[config.mk]
export PLATFORM = sky130hd
export DESIGN_NAME = gpr_wb_arbiter
export DESIGN_NICKNAME = d
export VERILOG_FILES = /design/src/rtl/gpr_wb_arbiter.sv
export SDC_FILE = /design/constraint.sdc
export NUM_CORES = 1
export LEC_CHECK = 0
export CAP_MARGIN = 25
export CORE_ASPECT_RATIO = 1.75
export CORE_UTILIZATION = 40
export CTS_BUF_LIST = sky130_fd_sc_hd__clkbuf_2
export DETAILED_ROUTE_END_ITERATION = 16
export GPL_TIMING_DRIVEN = 1
export HOLD_SLACK_MARGIN = 0.15
export PLACE_DENSITY = 0.7
export SETUP_SLACK_MARGIN = 0.3
export SLEW_MARGIN = 30
export SYNTH_ARGS = -nofsm -noshare
export SYNTH_HDL_FRONTEND = slang
export SYNTH_SLANG_ARGS = --single-unit
[constraint.sdc]
create_clock -name clock -period 2.45 [get_ports clock]
set_input_delay 0.6125 -clock clock [delete_from_list [all_inputs] [get_ports clock]]
set_output_delay 0.6125 -clock clock [all_outputs]
set_load 0.03 [all_outputs]
[src/rtl/gpr_wb_arbiter.sv]
// GPR write-port arbiter: merges EX results and returning load data onto the
// single bank write port, tracks outstanding load destinations and raises exHold.
module gpr_wb_arbiter #(
  parameter int unsigned LDQ_DEPTH = 4,
  parameter logic [6:0]  REG_NONE  = 7'h7F
) (
  input  logic        clock,
  input  logic        reset,
  input  logic [6:0]  exWbId,
  input  logic [31:0] exWbVal,
  input  logic        ldIssValid,
  input  logic [6:0]  ldIssId,
  output logic        ldIssReady,
  input  logic        ldRspValid,
  input  logic [31:0] ldRspVal,
  output logic        ldRspReady,
  input  logic [6:0]  rdIdRs,
  input  logic [6:0]  rdIdRt,
  input  logic [6:0]  rdIdRn,
  output logic [6:0]  regIdRo,
  output logic [31:0] regValRo,
  output logic        exHold,
  output logic        ldPending,
  output logic        ldErr
);

  localparam int unsigned PW = $clog2(LDQ_DEPTH);
  localparam int unsigned CW = PW + 1;
  localparam logic [6:0]  LD_ID_MAX = 7'h0E;

  logic [6:0]    ldqId [LDQ_DEPTH];
  logic [PW-1:0] rdPtr, wrPtr;
  logic [CW-1:0] count;

  logic          skidValid;
  logic [6:0]    skidId;
  logic [31:0]   skidVal;

  logic          issAccept, issLegal, push, pop, exWrite, collide, hazard;
  logic [6:0]    selId;
  logic [31:0]   selVal;
  logic [6:0]    rdIds [3];
  logic [LDQ_DEPTH-1:0] entryValid;

  assign ldIssReady = count < CW'(LDQ_DEPTH);
  assign issAccept  = ldIssValid & ldIssReady;
  assign issLegal   = ldIssId <= LD_ID_MAX;
  assign push       = issAccept & issLegal;
  assign ldRspReady = (count != '0) & ~skidValid;
  assign pop        = ldRspValid & ldRspReady;
  assign exWrite    = exWbId != REG_NONE;
  // pop already implies an empty skid, so this is exactly the capture condition
  assign collide    = pop & exWrite;
  assign ldPending  = count != '0;

  assign rdIds[0] = rdIdRs;
  assign rdIds[1] = rdIdRt;
  assign rdIds[2] = rdIdRn;

  always_comb begin
    entryValid = '0;
    for (int unsigned i = 0; i < LDQ_DEPTH; i++) begin
      entryValid[i] = {1'b0, PW'(i) - rdPtr} < count;
    end
  end

  // Entry being popped this cycle still counts: no bypass from the response.
  always_comb begin
    hazard = 1'b0;
    for (int unsigned r = 0; r < 3; r++) begin
      if (rdIds[r] != REG_NONE) begin
        if (skidValid && rdIds[r] == skidId) hazard = 1'b1;
        if (rdIds[r] == regIdRo) hazard = 1'b1;
        for (int unsigned i = 0; i < LDQ_DEPTH; i++) begin
          if (entryValid[i] && ldqId[i] == rdIds[r]) hazard = 1'b1;
        end
      end
    end
  end

  assign exHold = skidValid | collide | hazard;

  always_comb begin
    selId  = REG_NONE;
    selVal = '0;
    if (skidValid) begin
      selId  = skidId;
      selVal = skidVal;
    end else if (pop) begin
      selId  = ldqId[rdPtr];
      selVal = ldRspVal;
    end else if (exWrite) begin
      selId  = exWbId;
      selVal = exWbVal;
    end
  end

  always_ff @(posedge clock) begin
    if (push) ldqId[wrPtr] <= ldIssId;
  end

  always_ff @(posedge clock) begin
    if (reset) begin
      rdPtr     <= '0;
      wrPtr     <= '0;
      count     <= '0;
      skidValid <= 1'b0;
      skidId    <= REG_NONE;
      skidVal   <= '0;
      regIdRo   <= REG_NONE;
      regValRo  <= '0;
      ldErr     <= 1'b0;
    end else begin
      if (push) wrPtr <= wrPtr + PW'(1);
      if (pop)  rdPtr <= rdPtr + PW'(1);
      case ({push, pop})
        2'b10:   count <= count + CW'(1);
        2'b01:   count <= count - CW'(1);
        default: count <= count;
      endcase
      if (issAccept && !issLegal) ldErr <= 1'b1;
      if (skidValid) begin
        skidValid <= 1'b0;
      end else if (collide) begin
        skidValid <= 1'b1;
        skidId    <= exWbId;
        skidVal   <= exWbVal;
      end
      regIdRo  <= selId;
      regValRo <= selVal;
    end
  end

endmodule

# After elaboration in Yosys (flattened, before gate mapping)
# Memories as Yosys holds them, arrays and structs flattened. A register that Yosys moved wholly into a read port is not among the register bits.
# Cells that the tools add are included.
# word_totals
register_bits	87
ram_bits	28
wordCells	110
mem_count	1
# op_classes
addsub	8
n_lt_le_gt_ge	6
eq_ne	24
n_mux	33
bitwise	8
reduce_logical	21
# mem_list
name	words	word_bits	read_ports	rd_clocked_by_memory_dff	wr	line	source
ldqId	4	7	5	1	1	31	logic [6:0] ldqId [LDQ_DEPTH];
# op_table
cell	n
7-bit equality test	18
32-bit two-way mux	3
7-bit inequality test, second input constant	4
1-bit two-way mux	24
7-bit two-way mux	3
1-bit logical AND	16
2-bit by 3-bit less-than comparator with 1-bit output	4
7-bit by 4-bit <= comparator with 1-bit output, second input constant	1
3-bit one-hot mux with 2 select lines	1
1-bit bitwise AND	5
2-bit by 1-bit adder with 2-bit output, second input constant	2
2-bit two-way mux	2
1-bit by 2-bit subtractor with 2-bit output, first input constant	2
2-bit subtractor, first input constant	2
3-bit by 1-bit adder with 3-bit output, second input constant	1
3-bit less-than comparator, second input constant	1
3-bit nonzero test	1
3-bit by 1-bit subtractor with 3-bit output, second input constant	1
2-bit by 1-bit equality test with 1-bit output, second input constant	1
2-bit equality test, second input constant	1
1-bit OR	2
2-bit AND reduction	1
2-bit nonzero test	1
2-bit OR reduction	1
2 further kinds	2

# Logic depth before layout (Yosys ltp)
# depth
ltp_word	24
mapped_depth	10
depth_no_buf	10

# Least setup slack after synthesis
# No wires, ideal clock.
# synth_timing
path_kind	input port to output port
from	in rdIdRs[5]
to	out exHold
t_arrival_ns	2.047
required_time_ns	1.837
setup_slack_ns	-0.210
cell_stages	7
cell_sequence	buf_2 > xor2_1 > nor4_1 > nand4_1 > o21ai_0 > nor4_1 > o2111ai_1
# synth_via
elab_chain_cells	24
elab_cells_between_ends	34
cone_classes	7 x eq/ne; 21 x mux; 1 x bitwise; 5 x reduce/logical
# synth_lines
element	line	source
start: declaration	17	input logic [6:0] rdIdRs,
7-bit equality test	72	if (skidValid && rdIds[r] == skidId) hazard = 1'b1;
1-bit logical AND	72	
1-bit two-way mux	72	
1-bit two-way mux	73	if (rdIds[r] == regIdRo) hazard = 1'b1;
1-bit two-way mux (4 in series)	75	if (entryValid[i] && ldqId[i] == rdIds[r]) hazard = 1'b1;
1-bit two-way mux (*)	71	if (rdIds[r] != REG_NONE) begin
1-bit two-way mux	72	
1-bit two-way mux	73	
1-bit two-way mux (4 in series)	75	
1-bit two-way mux (*)	71	
1-bit two-way mux	72	
1-bit two-way mux	73	
1-bit two-way mux (4 in series)	75	
1-bit two-way mux (*)	71	
1-bit OR (*)	81	assign exHold = skidValid | collide | hazard;
end: declaration	22	output logic exHold,
# Mark *: on every way between the ends. The rest lies on a longest branch, timed or not.

# Worst setup path in the final report
# layout_timing
from	in rdIdRn[1]
to	out exHold
# layout_via
elab_chain_cells	10
elab_cells_between_ends	20
cone_classes	7 x eq/ne; 7 x mux; 1 x bitwise; 5 x reduce/logical
# layout_lines
element	line	source
start: declaration	19	input logic [6:0] rdIdRn,
7-bit equality test	72	
1-bit logical AND	72	
1-bit two-way mux	72	
1-bit two-way mux	73	
1-bit two-way mux (4 in series)	75	
1-bit two-way mux (*)	71	
1-bit OR (*)	81	
# Marked as above.

==> qor.yml <==
placement:
  number_of_port_buffers: 146
  dpl_ws_ns: -0.9771
  detailedPlacementHpwl_um: 15920
  place_inst: 1110
  finalWeightedCongestion: 1.014
routing:
  num_vias: 6043
  drt-wirelength-per-cell_um: 18.27
  detail_route.iter0.violations: 259
  drt.antenna.violating_nets: 0
  via_per_inst: 5.237
  first_pass_iters: 4
  wirelength_um: 21090
  detail_route.drc_violations: 0
layout:
  finalCoreUtilization_pct: 57.23
  area_growth_pct: 38.61
  layout.cells.non_filler: 1154
  layout_nets: 1064
  share_of_final_layout_standard_cells_stronger_than_drive_strength_1_pct: 20.75
worst_setup_path:
  worst_path_max_delay_cell: "sky130_fd_sc_hd__clkdlybuf4s50_1"
  r2r_start: "count[2]$_SDFFE_PP0P_"
  r2r-end: "count[2]$_SDFFE_PP0P_"
  crit_path_max_fanout: 5
  critPathMaxStageDelay_ns: 0.54
  critPathCaptureType: "output pin"
  r2r_slack_ns: 0.33
  path_cells: "clkdlybuf4s50_1 > buf_4 > xor2_1 > nor4_1 > nand4_1 > o211ai_1 > o22ai_1 > o2111ai_4 > buf_6"
  timing.setup.critical_path_class: "input port to output pin"
  worst_ep_arrival_time_ns: 2.88
  crit_path_start_kind: "input port"
  timing.critical_path.required_ns: 1.84
  reg2regPathDepth: 11
floorplanning:
  design.die.area_sq_mm: 0.01708
  top_level_pins: 147
  floorplan.die.height_um: 172.2
  coreArea_sq_mm: 0.01603
  floorplan.die.width_um: 99.23
  start_util_pct: 41.29
  placement_rows: 61
yosys:
  synthDominantCellAreaShare_pct: 26.92
  synth_area_sq_mm: 0.006618
  ys_ff_latch: 117
  synth_area_leader_cell: "sky130_fd_sc_hd__dfxtp_1"
  yosysUniqueCellTypes: 42
  synth-edff-count: 28
  syn-num-nets: 862
  synth-warning-count: 0
  synth_top_flop_cell: "sky130_fd_sc_hd__dfxtp_1"
  synthesis.area_per_instance_sq_um: 8.835
  ys_seq_area_share_pct: 39.63
  synth_area_leaders: "sky130_fd_sc_hd__dfxtp_1, sky130_fd_sc_hd__xor2_1, sky130_fd_sc_hd__edfxtp_1"
  async_reset_ff_share_pct: 0
  synthesis.instances: 749
sta:
  final.setup_skew_ns: 0.03808
  timing.final.crit_share_pct: 142.6
  final.min_clock_period_ns: 3.495
  post-route-worst-setup-slack_ns: -1.045
  rsz0062_at_grt: "yes"
  timing_hold_violations_final: 0
  timing.final.max_slew_violations: 0
  timing.slew.headroom_pct: 60.38
  finalSetupViolations: 2
  hold-worst-slack_ns: 0.4138
  max_freq_mhz: 286.2
  timing_worst_slew_pin_value_ns: 0.5943
clocking:
  cts.sink_count: 117
  numCtsBuffers: 17
  clk_latency_ns: 0.67
  tritoncts: "yes"
  clock_slew_at_reported_path_ffs_ns: 0.22
  cts_root_buffer: "sky130_fd_sc_hd__clkbuf_2"
  max-clock-path-buffers: 2
  ctsHtreeMaxLevel: 4
pwr:
  comb_power_share_pct: 32.8
  power.net_switching_mw: 1.866
  power_density_mw_per_mm2: 568.8
  switching_share_pct: 35.76
  vdd_ir_drop_max_uv: 371.2
  p_int_mw: 3.351
  p_leak_nw: 3.554
  clock_power_share_pct: 23.6
  pwr-share-seq_pct: 43.6
  finalPower_mw: 5.217
outcome:
  failed_checks: "negative setup slack"
  status: "complete, but fails checks"
run:
  cap_violations: 0
grt:
  global_route_wire_length_before_repair_um: 32590
  overflow: 0
  antenna_violations_before_repair: 1
  pin_count_of_the_biggest_net_entering_global_routing: 47
  via_count_of_the_first_global_routing_pass: 6273
  global_route.usage.total_pct: 25.31
hold_path:
  holdPathStages: 2
  min-delay-path-class: "input port to flop"
  holdCritStartpoint: "reset"
  whs_endpoint: "regValRo[14]$_SDFF_PP0_"
[worst max-delay path: cells and delay by family]
kind	cells	cell delay, ns
AO/OA/AOI/OAI	3	0.68
AND/OR/NAND/NOR	2	0.51
XOR/XNOR	1	0.14
buffers and inverters	3	0.94
[registers in the layout, indices dropped and copies added (netlist names), named ones only]
signal,flops
count,3
ldErr,1
ldqId,28
rdPtr,2
regIdRo,7
regValRo,32
skidId,7
skidVal,32
skidValid,1
wrPtr,2
[cell usage after synthesis, types with 2 or more instances]
library cell,instances
sky130_fd_sc_hd__clkbuf_4,4
sky130_fd_sc_hd__nand2b_1,8
sky130_fd_sc_hd__xor2_1,97
sky130_fd_sc_hd__buf_4,2
sky130_fd_sc_hd__nor4_1,16
sky130_fd_sc_hd__nor2_1,48
sky130_fd_sc_hd__a31oi_1,2
sky130_fd_sc_hd__xnor2_1,35
sky130_fd_sc_hd__nand2_1,113
sky130_fd_sc_hd__and2_1,4
sky130_fd_sc_hd__edfxtp_1,28
sky130_fd_sc_hd__o22ai_1,2
sky130_fd_sc_hd__o211ai_1,2
sky130_fd_sc_hd__dfxtp_1,89
sky130_fd_sc_hd__ha_1,9
sky130_fd_sc_hd__nand3b_1,39
sky130_fd_sc_hd__mux2_2,6
sky130_fd_sc_hd__nand3_1,12
sky130_fd_sc_hd__o21ai_0,6
sky130_fd_sc_hd__inv_1,10
sky130_fd_sc_hd__mux4_2,7
sky130_fd_sc_hd__clkbuf_1,16
sky130_fd_sc_hd__buf_2,36
sky130_fd_sc_hd__nor3_1,12
sky130_fd_sc_hd__mux2i_1,7
sky130_fd_sc_hd__buf_6,8
sky130_fd_sc_hd__a21oi_1,100
sky130_fd_sc_hd__nand4_1,17
[cell usage in the layout, fill, tap and decap left out, types with 3 or more instances in the layout]
cell / n
sky130_fd_sc_hd__ha_1: 7
sky130_fd_sc_hd__a21oi_1: 99
sky130_fd_sc_hd__dfxtp_2: 12
sky130_fd_sc_hd__inv_2: 3
sky130_fd_sc_hd__nand3b_1: 39
sky130_fd_sc_hd__nand2b_1: 8
sky130_fd_sc_hd__clkdlybuf4s50_1: 101
sky130_fd_sc_hd__buf_12: 7
sky130_fd_sc_hd__mux2i_1: 7
sky130_fd_sc_hd__mux4_2: 7
sky130_fd_sc_hd__clkbuf_2: 17
sky130_fd_sc_hd__buf_6: 14
sky130_fd_sc_hd__nor4_1: 15
sky130_fd_sc_hd__dfxtp_1: 76
sky130_fd_sc_hd__inv_6: 7
sky130_fd_sc_hd__nor2_1: 46
sky130_fd_sc_hd__nand2_1: 113
sky130_fd_sc_hd__mux2_2: 6
sky130_fd_sc_hd__and2_1: 4
sky130_fd_sc_hd__clkdlybuf4s15_2: 6
sky130_fd_sc_hd__clkdlybuf4s15_1: 8
sky130_fd_sc_hd__inv_1: 7
sky130_fd_sc_hd__xnor2_1: 34
sky130_fd_sc_hd__clkinv_4: 5
sky130_fd_sc_hd__nor3_1: 10
sky130_fd_sc_hd__edfxtp_1: 28
sky130_fd_sc_hd__dlygate4sd2_1: 25
sky130_fd_sc_hd__buf_4: 89
sky130_fd_sc_hd__xor2_1: 96
sky130_fd_sc_hd__nand4_1: 17
sky130_fd_sc_hd__nand3_1: 12
[layout make-up]
type | instances | area [sq um]
fillers | 1483 | 6855
multi-input cells | 553 | 3667
repair buffers | 252 | 2354
clock inverters | 15 | 143.9
inverters | 10 | 42.54
diodes | 1 | 2.502
flip-flops and latches | 117 | 2641
well taps | 189 | 236.5
clock buffers | 17 | 85.08
[layer usage]
layer  share of wire, %  vias to the layer above  GRT usage [%]  wire length (um)
met4                7.5                        0          18.73              1581
li1                   -                     2928              -                 -
met3                4.9                       86          4.931              1023
met2                 53                      232          47.74             11270
met5                  0                        -              0                 0
met1                 34                     2797          23.95              7209
[timing repair]
item,CTS,global route
hold buffers,0,0
endpoints found under the setup margin,45,15
gates cloned,0,0
pin swaps,9,4
gates resized for setup,106,18
buffers inserted,10,1
[how the worst max path moves through the flow]
stage	start	endpoint	slack, ns	cells after the start
2_1_floorplan	ldRspValid	count[2]$_SDFFE_PP0P_	0.09	9
5_1_grt	rdPtr[1]$_SDFFE_PP0P_	exHold	-1.08	11
3_3_place_gp	rdIdRn[1]	exHold	-1.00	9
4_1_cts	rdPtr[1]$_SDFFE_PP0P_	exHold	-0.98	11
6_report	rdIdRn[1]	exHold	-1.04	9
3_5_place_dp	rdIdRn[1]	exHold	-0.98	9
[per-stage QoR]
stage	cell area (sq um)	setup TNS [ns]
floorplan	6704	0
global placement	8780	-4.096
detailed placement	8780	-5.349
CTS	9125	-1.173
global route	9173	-1.369
finish	9173	-1.188
[power by group through the flow]
| stage | combinational (mW) | sequential, mW | clock (mW) |
|---|---|---|---|
| 2_1_floorplan | 0.905 | 2.41 | 0 |
| 3_3_place_gp | 1.64 | 2.31 | 0 |
| 3_5_place_dp | 1.65 | 2.31 | 0 |
| 4_1_cts | 1.70 | 2.27 | 1.27 |
| 5_1_grt | 1.86 | 2.29 | 1.35 |
| 6_report | 1.71 | 2.27 | 1.23 |
[cells by family after synthesis]
kind of cell	after synthesis	share of synthesized area [%]
AND/OR/NAND/NOR	276	20.84
XOR/XNOR	132	17.47
flip-flops	117	39.63
AO/OA/AOI/OAI	115	9.000
buffers and inverters	79	6.598
multiplexers	20	4.462
adder cells (fa/ha/maj)	10	2.004
No activity file was read; power rests on OpenSTA's default activity.
